[config.mk]
export PLATFORM = sky130hd
export DESIGN_NAME = prim_up_counter_flat
export DESIGN_NICKNAME = d
export VERILOG_FILES = /design/src/rtl/prim_counter_pkg.sv /design/src/rtl/prim_up_counter_if.sv /design/src/rtl/prim_mux_2x1.sv /design/src/rtl/prim_up_counter.sv /design/src/flat_wrapper.sv
export SDC_FILE = /design/constraint.sdc
export NUM_CORES = 1
export LEC_CHECK = 0
export ABC_AREA = 1
export CORE_AREA = 2 2 95 97
export DETAILED_ROUTE_END_ITERATION = 6
export DIE_AREA = 0 0 97 99
export PLACE_DENSITY_LB_ADDON = 0.15
export SYNTH_ARGS = -nofsm -noshare
export SYNTH_HDL_FRONTEND = slang
export SYNTH_SLANG_ARGS = --single-unit
[constraint.sdc]
create_clock -name i_clk -period 1.7 [get_ports i_clk]
set_input_delay 0.34 -clock i_clk [delete_from_list [all_inputs] [get_ports i_clk]]
set_output_delay 0.34 -clock i_clk [all_outputs]
set_load 0.005 [all_outputs]
[src/rtl/prim_counter_pkg.sv]
// rtl/prim_counter_pkg.sv - shared types for the up counter
package prim_counter_pkg;

  typedef enum logic [1:0] {
    MODE_WRAP    = 2'b00,
    MODE_ONESHOT = 2'b01,
    MODE_SAT     = 2'b10
  } cnt_mode_e;

  typedef enum logic [1:0] {
    ST_IDLE,
    ST_RUN,
    ST_DONE
  } cnt_state_e;

endpackage

[src/rtl/prim_up_counter_if.sv]
// rtl/prim_up_counter_if.sv - control/status bundle of the up counter
interface prim_up_counter_if #(
  parameter int WIDTH = 32
);
  logic             i_start;
  logic             i_stop;
  logic             i_clr;
  logic             i_en;
  logic             i_load;
  logic [WIDTH-1:0] i_load_data;
  logic [WIDTH-1:0] i_limit;
  logic [1:0]       i_mode;
  logic             i_ovf_clr;
  logic [WIDTH-1:0] o_count;
  logic             o_wrap;
  logic             o_ovf;
  logic             o_busy;
  logic             o_done;

  modport master (
    output i_start, i_stop, i_clr, i_en, i_load, i_load_data, i_limit, i_mode, i_ovf_clr,
    input  o_count, o_wrap, o_ovf, o_busy, o_done
  );

  modport slave (
    input  i_start, i_stop, i_clr, i_en, i_load, i_load_data, i_limit, i_mode, i_ovf_clr,
    output o_count, o_wrap, o_ovf, o_busy, o_done
  );
endinterface

[src/rtl/prim_mux_2x1.sv]
// rtl/prim_mux_2x1.sv - two-input word multiplexer
module prim_mux_2x1 #(
  parameter int WIDTH = 32
) (
  input  logic [WIDTH-1:0] i_a,
  input  logic [WIDTH-1:0] i_b,
  input  logic             i_sel,
  output logic [WIDTH-1:0] o_y
);
  assign o_y = i_sel ? i_b : i_a;
endmodule

[src/rtl/prim_up_counter.sv]
// rtl/prim_up_counter.sv - programmable up counter with wrap/one-shot/saturate modes
module prim_up_counter
  import prim_counter_pkg::*;
#(
  parameter int               WIDTH     = 32,
  parameter logic [WIDTH-1:0] RESET_VAL = '0
) (
  input logic               i_clk,
  input logic               i_rstn,
  prim_up_counter_if.slave  bus
);

  cnt_state_e       state;
  logic [WIDTH-1:0] count;
  logic             wrap_q;
  logic             ovf_q;
  logic             term;
  logic             mode_wrap;
  logic             mode_oneshot;
  logic [WIDTH-1:0] step_val;
  logic [WIDTH-1:0] next_val;
  logic             step_fire;
  logic             ovf_set;

  // A count above the limit is terminal too, so lowering i_limit never strands the counter.
  assign term         = (count >= bus.i_limit);
  assign mode_oneshot = (bus.i_mode == MODE_ONESHOT);
  assign mode_wrap    = !mode_oneshot && (bus.i_mode != MODE_SAT);

  always_comb begin
    step_val = count + 1'b1;
    if (term) begin
      step_val = mode_wrap ? '0 : count;
    end
  end

  prim_mux_2x1 #(.WIDTH(WIDTH)) u_next_mux (
    .i_a   (step_val),
    .i_b   (bus.i_load_data),
    .i_sel (bus.i_load),
    .o_y   (next_val)
  );

  assign step_fire = !bus.i_clr && !bus.i_stop && !bus.i_load && !bus.i_start
                     && bus.i_en && (state == ST_RUN);
  assign ovf_set   = step_fire && term && !mode_oneshot;

  always_ff @(posedge i_clk) begin
    if (!i_rstn) begin
      state  <= ST_IDLE;
      count  <= RESET_VAL;
      wrap_q <= 1'b0;
      ovf_q  <= 1'b0;
    end else begin
      wrap_q <= 1'b0;
      if (bus.i_clr) begin
        count <= RESET_VAL;
        state <= ST_IDLE;
      end else if (bus.i_stop) begin
        state <= ST_IDLE;
      end else if (bus.i_load) begin
        count <= next_val;
      end else if (bus.i_start) begin
        count <= '0;
        state <= ST_RUN;
      end else if (step_fire) begin
        count <= next_val;
        if (term && mode_oneshot) begin
          wrap_q <= 1'b1;
          state  <= ST_DONE;
        end else if (term && mode_wrap) begin
          wrap_q <= 1'b1;
        end
      end
      // Set beats clear so a same-edge overflow is never lost.
      if (ovf_set) begin
        ovf_q <= 1'b1;
      end else if (bus.i_ovf_clr) begin
        ovf_q <= 1'b0;
      end
    end
  end

  assign bus.o_count = count;
  assign bus.o_wrap  = wrap_q;
  assign bus.o_ovf   = ovf_q;
  assign bus.o_busy  = (state == ST_RUN);
  assign bus.o_done  = (state == ST_DONE);

endmodule

[src/flat_wrapper.sv]
// flat-port wrapper written by rule: the top's interface ports become plain ports
module prim_up_counter_flat import prim_counter_pkg::*;
#(
  parameter int               WIDTH     = 32,
  parameter logic [WIDTH-1:0] RESET_VAL = '0
)
  (i_clk, i_rstn, bus_i_start, bus_i_stop, bus_i_clr, bus_i_en, bus_i_load, bus_i_load_data, bus_i_limit, bus_i_mode, bus_i_ovf_clr, bus_o_count, bus_o_wrap, bus_o_ovf, bus_o_busy, bus_o_done);
  prim_up_counter_if #(.WIDTH(WIDTH)) bus_i ();
  input logic i_clk;
  input logic i_rstn;
  input wire logic [$bits(bus_i.i_start)-1:0] bus_i_start;
  input wire logic [$bits(bus_i.i_stop)-1:0] bus_i_stop;
  input wire logic [$bits(bus_i.i_clr)-1:0] bus_i_clr;
  input wire logic [$bits(bus_i.i_en)-1:0] bus_i_en;
  input wire logic [$bits(bus_i.i_load)-1:0] bus_i_load;
  input wire logic [$bits(bus_i.i_load_data)-1:0] bus_i_load_data;
  input wire logic [$bits(bus_i.i_limit)-1:0] bus_i_limit;
  input wire logic [$bits(bus_i.i_mode)-1:0] bus_i_mode;
  input wire logic [$bits(bus_i.i_ovf_clr)-1:0] bus_i_ovf_clr;
  output wire logic [$bits(bus_i.o_count)-1:0] bus_o_count;
  output wire logic [$bits(bus_i.o_wrap)-1:0] bus_o_wrap;
  output wire logic [$bits(bus_i.o_ovf)-1:0] bus_o_ovf;
  output wire logic [$bits(bus_i.o_busy)-1:0] bus_o_busy;
  output wire logic [$bits(bus_i.o_done)-1:0] bus_o_done;
  assign bus_i.i_start = bus_i_start;
  assign bus_i.i_stop = bus_i_stop;
  assign bus_i.i_clr = bus_i_clr;
  assign bus_i.i_en = bus_i_en;
  assign bus_i.i_load = bus_i_load;
  assign bus_i.i_load_data = bus_i_load_data;
  assign bus_i.i_limit = bus_i_limit;
  assign bus_i.i_mode = bus_i_mode;
  assign bus_i.i_ovf_clr = bus_i_ovf_clr;
  assign bus_o_count = bus_i.o_count;
  assign bus_o_wrap = bus_i.o_wrap;
  assign bus_o_ovf = bus_i.o_ovf;
  assign bus_o_busy = bus_i.o_busy;
  assign bus_o_done = bus_i.o_done;
  prim_up_counter #(.WIDTH(WIDTH), .RESET_VAL(RESET_VAL)) u_core (.i_clk(i_clk), .i_rstn(i_rstn), .bus(bus_i));
endmodule
-- Word-level counts from Yosys, hierarchy flattened
Cells that the tools add are included.
- input port bits: 74
- logic and storage cells: 51
- bits in registers: 36
- output and inout bits: 36
- multiplexer cells: 13
- magnitude comparators: 1
- bitwise gates (word level): 4
- eq/ne operators: 4
- $add $sub $neg: 1
- reduce and logical (&&, ||, !) cells: 24
- operators by type and width (kind ; count):
    32-bit 2-to-1 mux ; 6
    32-bit by 1-bit adder with 32-bit output (second input constant) ; 1
    32-bit greater-or-equal comparator ; 1
    1-bit logical AND ; 10
    2-bit 2-to-1 mux ; 3
    2-bit nonzero test ; 3
    6-bit OR reduction ; 1
    1-bit zero test ; 5
    2-bit by 1-bit equality test with 1-bit output (second input constant) ; 2
    1-bit 2-to-1 mux ; 4
    1-bit NOT ; 4
    3-bit AND reduction ; 1
    3-bit nonzero test ; 1
    3-bit OR reduction ; 1
    2-bit equality test (second input constant) ; 1
    2-bit inequality test (second input constant) ; 1
    2-bit AND reduction ; 1
    2-bit OR reduction ; 1

-- Longest topological paths before layout
Gate-level depths: netlist (run 1).
- depth in word-level cells: 9
- depth in mapped cells: 18
- gate-level depth less buffers: 18

-- Modules after synthesis
From an unflattened synthesis (run 1), not the netlist that was laid out.
- cell total of the unflattened synthesis: 654
- area, all modules: 4093.9 um2
- by module, submodules not included (module ; area each (um2) ; cells an instance ; instances ; seq. area each (um2)):
    prim_up_counter ; 3602.2 ; 550 ; 1 ; 720.7
    prim_mux_2x1 ; 491.7 ; 104 ; 1 ; 0.0

-- Least setup slack after synthesis (run 1)
OpenSTA, ideal clock, no wires.
- path kind: reg2reg
- start: reg u_core.count[3], in the netlist u_core.bus.o_count[3]
- end: reg u_core.count[29], in the netlist u_core.bus.o_count[29]
- cell stages (with the launch flop): 17
- slack: -0.063 ns
- arrival: 1.644 ns
- data required time: 1.581 ns
- library setup time: 0.119 ns
- path buffers: 1
- period minus slack after synthesis: 1.763 ns
- cells stage by stage: dfxtp_1 ha_1 nand2_1 inv_1 nand2_1 nand2_1 nand2_1 nand2_1 nand2_1 nand2_1 nand2_1 nand2_2 inv_2 buf_2 nand2_1 nand3_1 a21oi_1
- longest elaborated chain between the ends: 6
- elaborated cells between the ends (all ways): 7
- those cells by class: add/sub: 1; order compare: 1; mux: 5
- RTL lines (item ; line ; source):
    start: declaration ; prim_up_counter.sv:14 ; logic [WIDTH-1:0] count;
    start signal: assignment ; prim_up_counter.sv:62 ; count <= next_val;
    start signal: assignment ; prim_up_counter.sv:67 ; count <= next_val;
    32-bit by 1-bit adder with 32-bit output or 32-bit greater-or-equal comparator (tied branches) ; prim_up_counter.sv:31, prim_up_counter.sv:26 ;
    32-bit 2-to-1 mux (*) ; prim_up_counter.sv:32 ; if (term) begin
    32-bit 2-to-1 mux (*) ; prim_mux_2x1.sv:10 ; assign o_y = i_sel ? i_b : i_a;
    32-bit 2-to-1 mux ; prim_up_counter.sv:66 ; end else if (step_fire) begin
    32-bit 2-to-1 mux ; prim_up_counter.sv:63 ; end else if (bus.i_start) begin
    32-bit 2-to-1 mux (*) ; prim_up_counter.sv:61 ; end else if (bus.i_load) begin
Every way passes the cells marked *; elsewhere a longest branch is shown, timed or not. The select of a mux whose other input is x is not followed.
A chain may end at the register's enable or synchronous reset.

-- Final worst setup path (run 1)
- start: reg u_core.count[15], in the netlist u_core.bus.o_count[15]
- end: reg u_core.count[1], in the netlist u_core.bus.o_count[1]
- longest elaborated chain between the ends: 6
- RTL lines (item ; line ; source):
    32-bit greater-or-equal comparator (*) ; prim_up_counter.sv:26 ; assign term = (count >= bus.i_limit);
    32-bit 2-to-1 mux (*) ; prim_up_counter.sv:32 ;
    32-bit 2-to-1 mux (*) ; prim_mux_2x1.sv:10 ;
    32-bit 2-to-1 mux ; prim_up_counter.sv:66 ;
    32-bit 2-to-1 mux ; prim_up_counter.sv:63 ;
    32-bit 2-to-1 mux (*) ; prim_up_counter.sv:61 ;
Marks and branches as above.

==> flow_summary.yaml, run 1 <==
logic_synthesis:
  synth_xor_area_frac: 0.0590
  synthAdderAreaFrac: 0.115
  synth_top_area_share: 0.194
  synth_top_area_cell: "dfxtp_1"
  synth_async_sr_flop_share: 0
  synthMuxAreaShare: 0
  synth-main-ff-cell: "dfxtp_1"
  synthTopCellsByArea: "dfxtp_1 (19%), nand2_1 (12%), ha_1 (11%), a21oi_1 (11%), inv_1 (8.4%)"
  netlist_area_sq_um: 3710
  synth_enable_flop_cells: 0
  synth-seq-cells: 36
  synth_top_family_by_area: "simple AND/OR/NAND/NOR gates"
  synthCells: 599
  avgSynthCellArea_sq_um: 6.19
  synth_warnings: 0
  ys_top_cells_by_count: "nand2_1 (117), inv_1 (83), a21oi_1 (78)"
  seq_area_frac_synth: 0.194
  synthSimpleGateAreaFrac: 0.299
  synth_fp_nets: 707
  synth-compound-area-share: 0.209
  synth.distinct_cells: 32
  synth.most_common_cell: "nand2_1"
routing:
  drc: 0
  vias_per_cell: 5.38
  post_drt_wl_per_cell_microns: 15.2
  via_count: 4662
  drt_iter0_drc: 293
  drt_first_pass_iters: 5
  ant_nets: 0
  wl_microns: 13200
clock_network:
  clock_path_buffers: 2
  root_buffer: "clkbuf_8"
  clock-sinks: 36
  cts_max_level: 2
  numCtsBuffers: 5
  cts.hold.buffers_added: 0
  cts.clk_slew.worst_paths_ps: 90
  clock_latency_ps: 310
  cts_tree: "built"
grt:
  grt_pass1_wl_microns: 21400
  met3_usage: 0.0333
  grt_use_met2: 0.467
  grt_pass1_vias: 4553
  antenna_found_initial: 0
  overflow: 0
  grt_max_degree: 35
  grt_use_met1: 0.338
  grt.busiest_layer: "met2"
  grt.total_usage: 0.264
layout:
  area_delta_synth_final_pct: 66.0
  fin_cells: 867
  fin_nets: 866
  num_antenna_cells: 0
  design_area_sq_um: 6160
  drive_gt1_frac: 0.314
floorplanning:
  start_util: 0.434
  die_w_microns: 97
  core_area_sq_um: 8550
  row_count: 34
  pin_count: 110
  design.die.area_sq_um: 9600
  dieHeight_microns: 99
sta:
  hold_ws_ps: 480
  layout_setup_ws_ps: -236
  max_freq_mhz: 516
  setup_violations: 36
  fin_worst_skew_ps: 16.9
  final.period_utilization: 1.14
  worstMarginPinSlew_ps: 402
  hold_viol_final: 0
  slew_violations: 0
  rsz0062_at_grt: "true"
  period_needed_ps: 1940
  relSlewSlack: 0.730
place:
  placedCellCount: 855
  dp_hpwl_microns: 9340
  placed_cell_area_sq_um: 5620
  gp_congestion: 0.955
  port_buffers: 109
power_and_ir_drop:
  p_total_mw: 2.61
  vdd_drop_max_mv: 0.306
  power_density_nw_per_um2: 424
  power.leakage_nw: 2.65
critical_path:
  worstPathMaxFanout: 6
  cp-start-kind: "flip-flop"
  cp_num_buf_inv: 1
  setup.worst_path.class: "reg -> reg"
  critical-path-top-delay-family: "simple AND/OR/NAND/NOR gates"
  cp-end-kind: "flip-flop"
  required_ps: 1880
  crit_arrival_ps: 2120
  crit_path_top_delay_cell: "dfxtp_2"
  max_stage_delay_ps: 360
  path_cells: "ha_4 -> a21o_1 -> nor2_2 -> nand2_1 -> nor2_1 -> nand2_2 -> nand2_4 -> nand2_8 -> buf_6 -> or2_4 -> nand3_2 -> a21oi_2"
outcome:
  status: "complete, but fails checks"
  violations: "setup timing"
run:
  drv_cap: 0
worst_hold_path:
  hold_path_class: "reg -> reg"
[sequential cells by signal, indices dropped and copies added, names as in the netlist]
register	cells
u_core.bus.o_ovf	1
u_core.bus.o_wrap	1
u_core.bus.o_count	32
u_core.state	2
[layout make-up]
type / instances / area, sq um
fill: 715 / 2390
tap: 108 / 135
clock buffer: 8 / 100
multi-input combinational: 446 / 3090
inverter: 92 / 368
sequential: 36 / 762
timing repair buffer: 177 / 1700
[where the power goes]
part	total, mW	switching [mW]	internal (mW)
combinational	0.982	0.492	0.490
clock	0.717	0.346	0.371
sequential	0.912	0.0337	0.878
[cell families after synthesis]
group | after synthesis
flip-flops | 36
adder cells (fa/ha/maj) | 34
XOR/XNOR | 25
AND/OR/NAND/NOR | 235
AO/OA/AOI/OAI | 152
buffers and inverters | 117
[placed cells by master, fill, tap and decap left out, types with 27 or more instances in the layout]
master	instances
nand2_1	103
ha_4	28
inv_2	29
o21ai_1	32
a21oi_1	60
inv_1	55
buf_4	54
o21ai_0	35
clkdlybuf4s50_1	72
dlygate4sd2_1	34
dfxtp_2	27
nand3_1	39
[final timing paths]
path,startpoint,end,slack [ps],cells past startpoint
setup reg to reg,u_core.bus.o_count[15],u_core.bus.o_count[1],-240,12
hold reg to reg,u_core.state[0],u_core.state[0],480,2
hold / removal,u_core.state[0],u_core.state[0],480,2
setup / recovery,u_core.bus.o_count[15],u_core.bus.o_count[1],-240,12
[worst reg2reg max path, delay by kind of cell, from the launching register on]
family	cells	cell delay (ps)
adder cells (fa/ha/maj)	1	210
flip-flops	1	360
buffers and inverters	1	140
AO/OA/AOI/OAI	2	220
AND/OR/NAND/NOR	8	890
[what timing repair did]
action | 4_1_cts | 5_1_grt
hold endpoints to repair | 0 | 0
setup endpoints to repair | 37 | 48
gates resized for setup | 108 | 30
cloned | 1 | 2
setup buffers | 1 | 0
pin swaps | 49 | 5
[stage by stage]
step           setup TNS, ps  worst slack (ps)  utilization
3_5_place_dp          -25200              -797        0.658
6_report               -6430              -236        0.720
2_1_floorplan          -3.37             -3.37            -
4_1_cts                -5200              -189        0.703
3_3_place_gp          -24900              -788        0.658
5_1_grt               -10280              -347        0.720
[layer usage]
layer,vias up,share of wire
met1,2131,0.43
li1,2297,-
met3,25,0.060
met4,0,0.017
met5,-,0
met2,209,0.49
No activity file was read; power rests on OpenSTA's default activity.
==> inputs of run 2 (changes only) <==
--- a/config.mk
+++ b/config.mk
@@ -9,6 +9,7 @@
 export CORE_AREA = 2 2 95 97
 export DETAILED_ROUTE_END_ITERATION = 6
 export DIE_AREA = 0 0 97 99
+export GPL_ROUTABILITY_DRIVEN = 0
 export PLACE_DENSITY_LB_ADDON = 0.15
 export SYNTH_ARGS = -nofsm -noshare
 export SYNTH_HDL_FRONTEND = slang
==> flow_summary.yaml, run 2 (synthesis results as in run 1) <==
outcome:
  status: "complete, but fails checks"
  violations: "setup timing"
sta:
  hold_ws_ps: 478
  max_freq_mhz: 512
  layout_setup_ws_ps: -253
  hold_viol_final: 0
  period_needed_ps: 1950
  tns_ps: -7650
  rsz0062_at_grt: "true"
  setup_violations: 36
  slew_violations: 0
  fin_worst_skew_ps: 6.73
  worstMarginPinSlew_ps: 479
  final.period_utilization: 1.15
  relSlewSlack: 0.678
floorplanning:
  start_util: 0.434
  core_area_sq_um: 8550
  die_w_microns: 97
  row_count: 34
  design.die.area_sq_um: 9600
  pin_count: 110
  dieHeight_microns: 99
critical_path:
  crit_arrival_ps: 2190
  rr_worst_depth: 13
  setup.worst_path.class: "reg -> reg"
  cp-start-kind: "flip-flop"
  regToRegStartpoint: "u_core.bus.o_count[15]"
  startpoint: "u_core.bus.o_count[15]"
  cp-end-kind: "flip-flop"
  ff2ff_setup_slack_ps: -250
  required_ps: 1940
  worstPathMaxFanout: 6
power_and_ir_drop:
  power_density_nw_per_um2: 421
  p_seq_frac: 0.343
  vdd_drop_max_mv: 0.333
  clkPwrFrac: 0.266
  p_sw_uw: 890
  power.leakage_nw: 2.64
  p_comb_frac: 0.390
  p_int_mw: 1.76
  switching_share: 0.336
layout:
  num_antenna_cells: 0
  final_cell_mix: "nand2_1 (90), clkdlybuf4s50_1 (73), inv_1 (58)"
  largest_register_ffs: 32
  multiInputGateArea_sq_um: 3180
  drive_gt1_frac: 0.358
  area_delta_synth_final_pct: 69.6
  seq_area_sq_um: 759
  fin_nets: 866
  fillers: 645
  fin_cells: 867
  final_common_cell: "nand2_1"
  utilization: 0.736
clock_network:
  root_buffer: "clkbuf_8"
  clock_path_buffers: 2
  numCtsBuffers: 5
  cts.hold.buffers_added: 0
  clock_latency_ps: 300
  clock-sinks: 36
  cts_max_level: 2
  cts_tree: "built"
  cts.clk_slew.worst_paths_ps: 80
routing:
  ant_nets: 0
  drt_iter0_drc: 343
  via_count: 4755
  drt_first_pass_iters: 5
  wl_microns: 13600
  post_drt_wl_per_cell_microns: 15.6
  vias_per_cell: 5.48
  drc: 0
grt:
  grt_use_met1: 0.327
  grt_max_degree: 35
  overflow: 0
  grt_use_met2: 0.493
  grt_pass1_vias: 4814
  met3_usage: 0.0426
  grt_pass1_wl_microns: 21800
  grt.busiest_layer: "met2"
  grt.total_usage: 0.271
  antenna_found_initial: 1
worst_hold_path:
  hold_path_class: "reg -> reg"
  min_delay_path_depth: 2
  holdCritStartpoint: "u_core.state[0]"
run:
  drv_cap: 0
place:
  dp_hpwl_microns: 9510
  port_buffers: 109
  placedCellCount: 851
run 2: changes by cell type in the layout (fill, tap and decap cells not counted), moves of 4 or more:
cell	before	now
ha_4	28	24
nand2_1	103	90
nand2_2	13	29
nand3_1	39	32
nand3_2	4	10
o21ai_0	35	13
o21ai_2	2	21
run 2: worst max-delay path: stages, from the launching register on:
cell and delay (ps):
dfxtp_2 360, ha_4 210, a21o_1 170, nor2_1 120, nand2_1 80, nor2_2 100, nand2_2 80, nand2_2 80
nand2_4 100, buf_12 150, buf_16 140, o21ai_2 60, nand3_1 100, a21oi_2 140
run 2: area by class of cell:
| type | count | share of cell area |
|---|---|---|
| Clock buffer | 8 | 0.0159 |
| Sequential cell | 36 | 0.121 |
| Tap cell | 108 | 0.0215 |
| Timing Repair Buffer | 177 | 0.278 |
| Multi-Input combinational cell | 446 | 0.505 |
| Inverter | 92 | 0.0585 |
run 2: path summary, 6_finish.rpt:
kind                                          endpoint
worst max register to register  u_core.bus.o_count[19]
worst min register to register         u_core.state[0]
worst max-delay path            u_core.bus.o_count[19]
worst min-delay path                   u_core.state[0]
run 2: power by group through the flow:
stage | combinational (mW) | clock, mW | sequential, mW
finish | 1.03 | 0.706 | 0.909
detailed placement | 0.870 | 0 | 0.923
CTS | 0.960 | 0.714 | 0.908
global placement | 0.842 | 0 | 0.922
floorplan | 0.403 | 0 | 0.950
global route | 1.12 | 0.747 | 0.912
run 2: timing repair:
action                                  CTS  global route
resized for setup                       123            67
endpoints found under the setup margin   37            44
gates cloned                              2             1
buffers inserted                          4             1
pin swaps                                59            35
run 2: layer usage:
layer,up-vias,share of wire
met2,223,0.50
li1,2290,-
met3,40,0.061
met5,-,0
met1,2202,0.42
met4,0,0.021
run 2: stage by stage:
| stage | worst slack, ps | total power, mW | instance area [sq um] |
|---|---|---|---|
| floorplan | -3.37 | 1.35 | 3980 |
| CTS | -205 | 2.58 | 6050 |
| detailed placement | -785 | 1.79 | 5610 |
| global placement | -755 | 1.76 | 5610 |
| global route | -358 | 2.78 | 6290 |
| finish | -253 | 2.65 | 6290 |
==> patch, RTL diff (flow settings as in run 2) <==
The 3 states of `cnt_state_e` get a one-hot encoding in 3 bits.
--- a/src/rtl/prim_counter_pkg.sv
+++ b/src/rtl/prim_counter_pkg.sv
@@ -9,6 +9,6 @@
 
-  typedef enum logic [1:0] {
-    ST_IDLE,
-    ST_RUN,
-    ST_DONE
+  typedef enum logic [2:0] {
+    ST_IDLE = 3'b001,
+    ST_RUN  = 3'b010,
+    ST_DONE = 3'b100
   } cnt_state_e;
Behaviour: no difference found for any inputs over 10 cycles, from zero or initial values and one cycle with i_rstn low; not proved beyond that.
==> patch against run 2 <==
The run still ends with setup timing left; non-clock buffer count is 8 lower; sequential cell count rose by 1; critical path depth down 1; highest routed layer unchanged; routed wire length is 13% higher; setup slack improved by 0.0039 ns; power shrank 0.49%; synthesized cell count up 9.7%; cell area grew 3.8%; area after synthesis rose by 7.9%; via count rose by 7.9%; clock power down 10%; hold slack improved by 0.0033 ns; global-route usage increased by 2.2 points.
==> patch: results (changes against run 2) <==
{| class="wikitable"
! Metric !! Value
|-
| Count of input and output buffers || 109 (unchanged)
|-
| Internal power consumption || 0.00171 W (was 0.00176 W)
|-
| Highest ir drop seen on vdd || 0.286 mV (was 0.333 mV)
|-
| Number of vias per cell || 5.62 (was 5.48)
|-
| Final Net Count || 912 (was 866)
|-
| Number of fill cells || 650 (was 645)
|-
| Final critical-path setup slack || -0.249 ns (was -0.253 ns)
|-
| Wire length per cell after detailed routing || 16.7 microns (was 15.6 microns)
|-
| Global-route usage over all layers || 29.3% (was 27.1%)
|-
| # H-tree levels || 2 (unchanged)
|-
| Worst path max stage delay || 0.36 ns (about the same)
|-
| Largest fanout on the critical path || 8 (was 6)
|-
| Arrival time of data at the critical path endpoint || 2.17 ns (was 2.19 ns)
|-
| Violated checks || setup timing (unchanged)
|-
| Leading post-synthesis cells by instance count || 180 x sky130_fd_sc_hd__nand2_1, 74 x sky130_fd_sc_hd__a21oi_1, 74 x sky130_fd_sc_hd__nand3_1, 68 x sky130_fd_sc_hd__inv_1, 52 x sky130_fd_sc_hd__nor2_1 (was 117 x sky130_fd_sc_hd__nand2_1, 83 x sky130_fd_sc_hd__inv_1, 78 x sky130_fd_sc_hd__a21oi_1, 40 x sky130_fd_sc_hd__nand3_1, 38 x sky130_fd_sc_hd__o21ai_0)
|-
| Area after detailed placement || 0.00567 sq mm (was 0.00561 sq mm)
|-
| Unique masters post-synth || 36 (was 32)
|-
| Family with the most delay on the worst path || simple AND/OR/NAND/NOR gates (unchanged)
|-
| Clock edge transition at the registers on the reported setup and hold paths || 0.08 ns (about the same)
|-
| Detailed placement HPWL || 9960 microns (was 9510 microns)
|-
| Most area-consuming cells after synthesis || sky130_fd_sc_hd__dfxtp_1 19%, sky130_fd_sc_hd__nand2_1 17%, sky130_fd_sc_hd__ha_1 11% (was sky130_fd_sc_hd__dfxtp_1 19%, sky130_fd_sc_hd__nand2_1 12%, sky130_fd_sc_hd__ha_1 11%)
|-
| Number of nets produced by synthesis || 765 (was 707)
|-
| Proportion of layout cells with a drive suffix above 1 || 34.4% (was 35.8%)
|-
| Worst hold path type || register to register (unchanged)
|-
| Status || finished, violations left (unchanged)
|-
| Number of synthesis warnings || 0 (unchanged)
|-
| Fraction of the yosys area taken by sequential cells || 18.5% (was 19.4%)
|-
| Detailed Routing Iterations Pass 1 || 5 (unchanged)
|-
| Worst slew margin relative to its limit || 69.7% (was 67.8%)
|-
| Number of antenna violations at the first check in global routing || 0 (was 1)
|-
| Clock latency on the worst-skew pair || 0.30 ns (about the same)
|-
| Lkg Pwr || 2.78 nW (was 2.64 nW)
|-
| Final Skew || 0.00896 ns (was 0.00673 ns)
|-
| Starting DRC count in detailed routing || 358 (was 343)
|-
| Setup violation total in the final timing report || 38 (was 36)
|-
| Via count of the first global-routing pass || 5113 (was 4814)
|-
| Buffer depth of the longest clock path || 2 (unchanged)
|-
| Share of flip-flops with an asynchronous set or reset after synthesis || 0% (unchanged)
|-
| Primary FF master, synth || sky130_fd_sc_hd__dfxtp_1 (unchanged)
|-
| Wire length of the first global-routing pass || 23600 microns (was 21800 microns)
|}
-- patch: cells by family (layout without fill, tap and decap cells) --
logic type / count (synthesis) / after routing / synth area share (%)
adder cells (fa/ha/maj): 34 / 34 / 10.6
AND/OR/NAND/NOR: 344 / 344 / 39.4
XOR/XNOR: 22 / 22 / 4.81
AO/OA/AOI/OAI: 120 / 120 / 16.1
flip-flops: 37 / 37 / 18.5
buffers and inverters: 100 / 248 / 10.5
-- patch: power groups by stage --
stage | registers (W) | logic [W] | clock network, W
after floorplan | 0.000977 | 0.000399 | 0
after global placement | 0.000947 | 0.000824 | 0
after detailed placement | 0.000948 | 0.000848 | 0
after CTS | 0.000935 | 0.000943 | 0.000644
after global routing | 0.000940 | 0.00115 | 0.000676
final | 0.000936 | 0.00106 | 0.000635
-- patch: through the flow --
step	utilization (%)	worst slack [ns]	instances	setup TNS, ns	total power (W)
3_5_place_dp	66.3	-0.943	897	-29.99	0.00180
6_report	76.3	-0.249	913	-7.06	0.00264
4_1_cts	72.2	-0.241	913	-7.36	0.00252
3_3_place_gp	66.3	-0.952	897	-29.96	0.00177
2_1_floorplan	-	-0.00492	657	-0.00492	0.00138
5_1_grt	76.3	-0.330	913	-10.13	0.00277
-- patch: final timing paths --
check,from,cells past startpoint,slack [ns],endpoint
max reg2reg,u_core.bus.o_count[7],12,-0.25,u_core.bus.o_count[8]
max,u_core.bus.o_count[7],12,-0.25,u_core.bus.o_count[8]
min,u_core.bus.o_ovf,2,0.48,u_core.bus.o_ovf
min reg2reg,u_core.bus.o_ovf,2,0.48,u_core.bus.o_ovf
-- patch: worst min-delay path: stages, from the launching register on --
cell                      delay [ns]
sky130_fd_sc_hd__dfxtp_1        0.31
sky130_fd_sc_hd__nand2_1        0.08
sky130_fd_sc_hd__a21oi_2        0.05
-- patch: per-layer routing --
layer | wire length [microns] | global-route usage [%] | up-vias
li1 | - | - | 2430
met2 | 7270 | 50.5 | 275
met3 | 1130 | 4.82 | 62
met1 | 6320 | 37.2 | 2365
met4 | 545 | 9.86 | 0
met5 | 0 | 0 | -
-- patch: what timing repair did --
| item | 4_1_cts | 5_1_grt |
|---|---|---|
| setup endpoints to repair | 41 | 50 |
| hold endpoints to repair | 0 | 0 |
| setup buffers | 7 | 2 |
| pin swaps | 41 | 43 |
| resized for setup | 132 | 93 |
| hold buffers | 0 | 0 |
| gates cloned | 3 | 3 |
-- patch: layout make-up --
cell class	instances	share of cell area, %
clock buffers	6	1.11
clock inverters	2	0.153
inverters	71	4.08
multi-input cells	520	55.0
flip-flops and latches	37	12.1
well taps	108	2.07
repair buffers	169	25.4
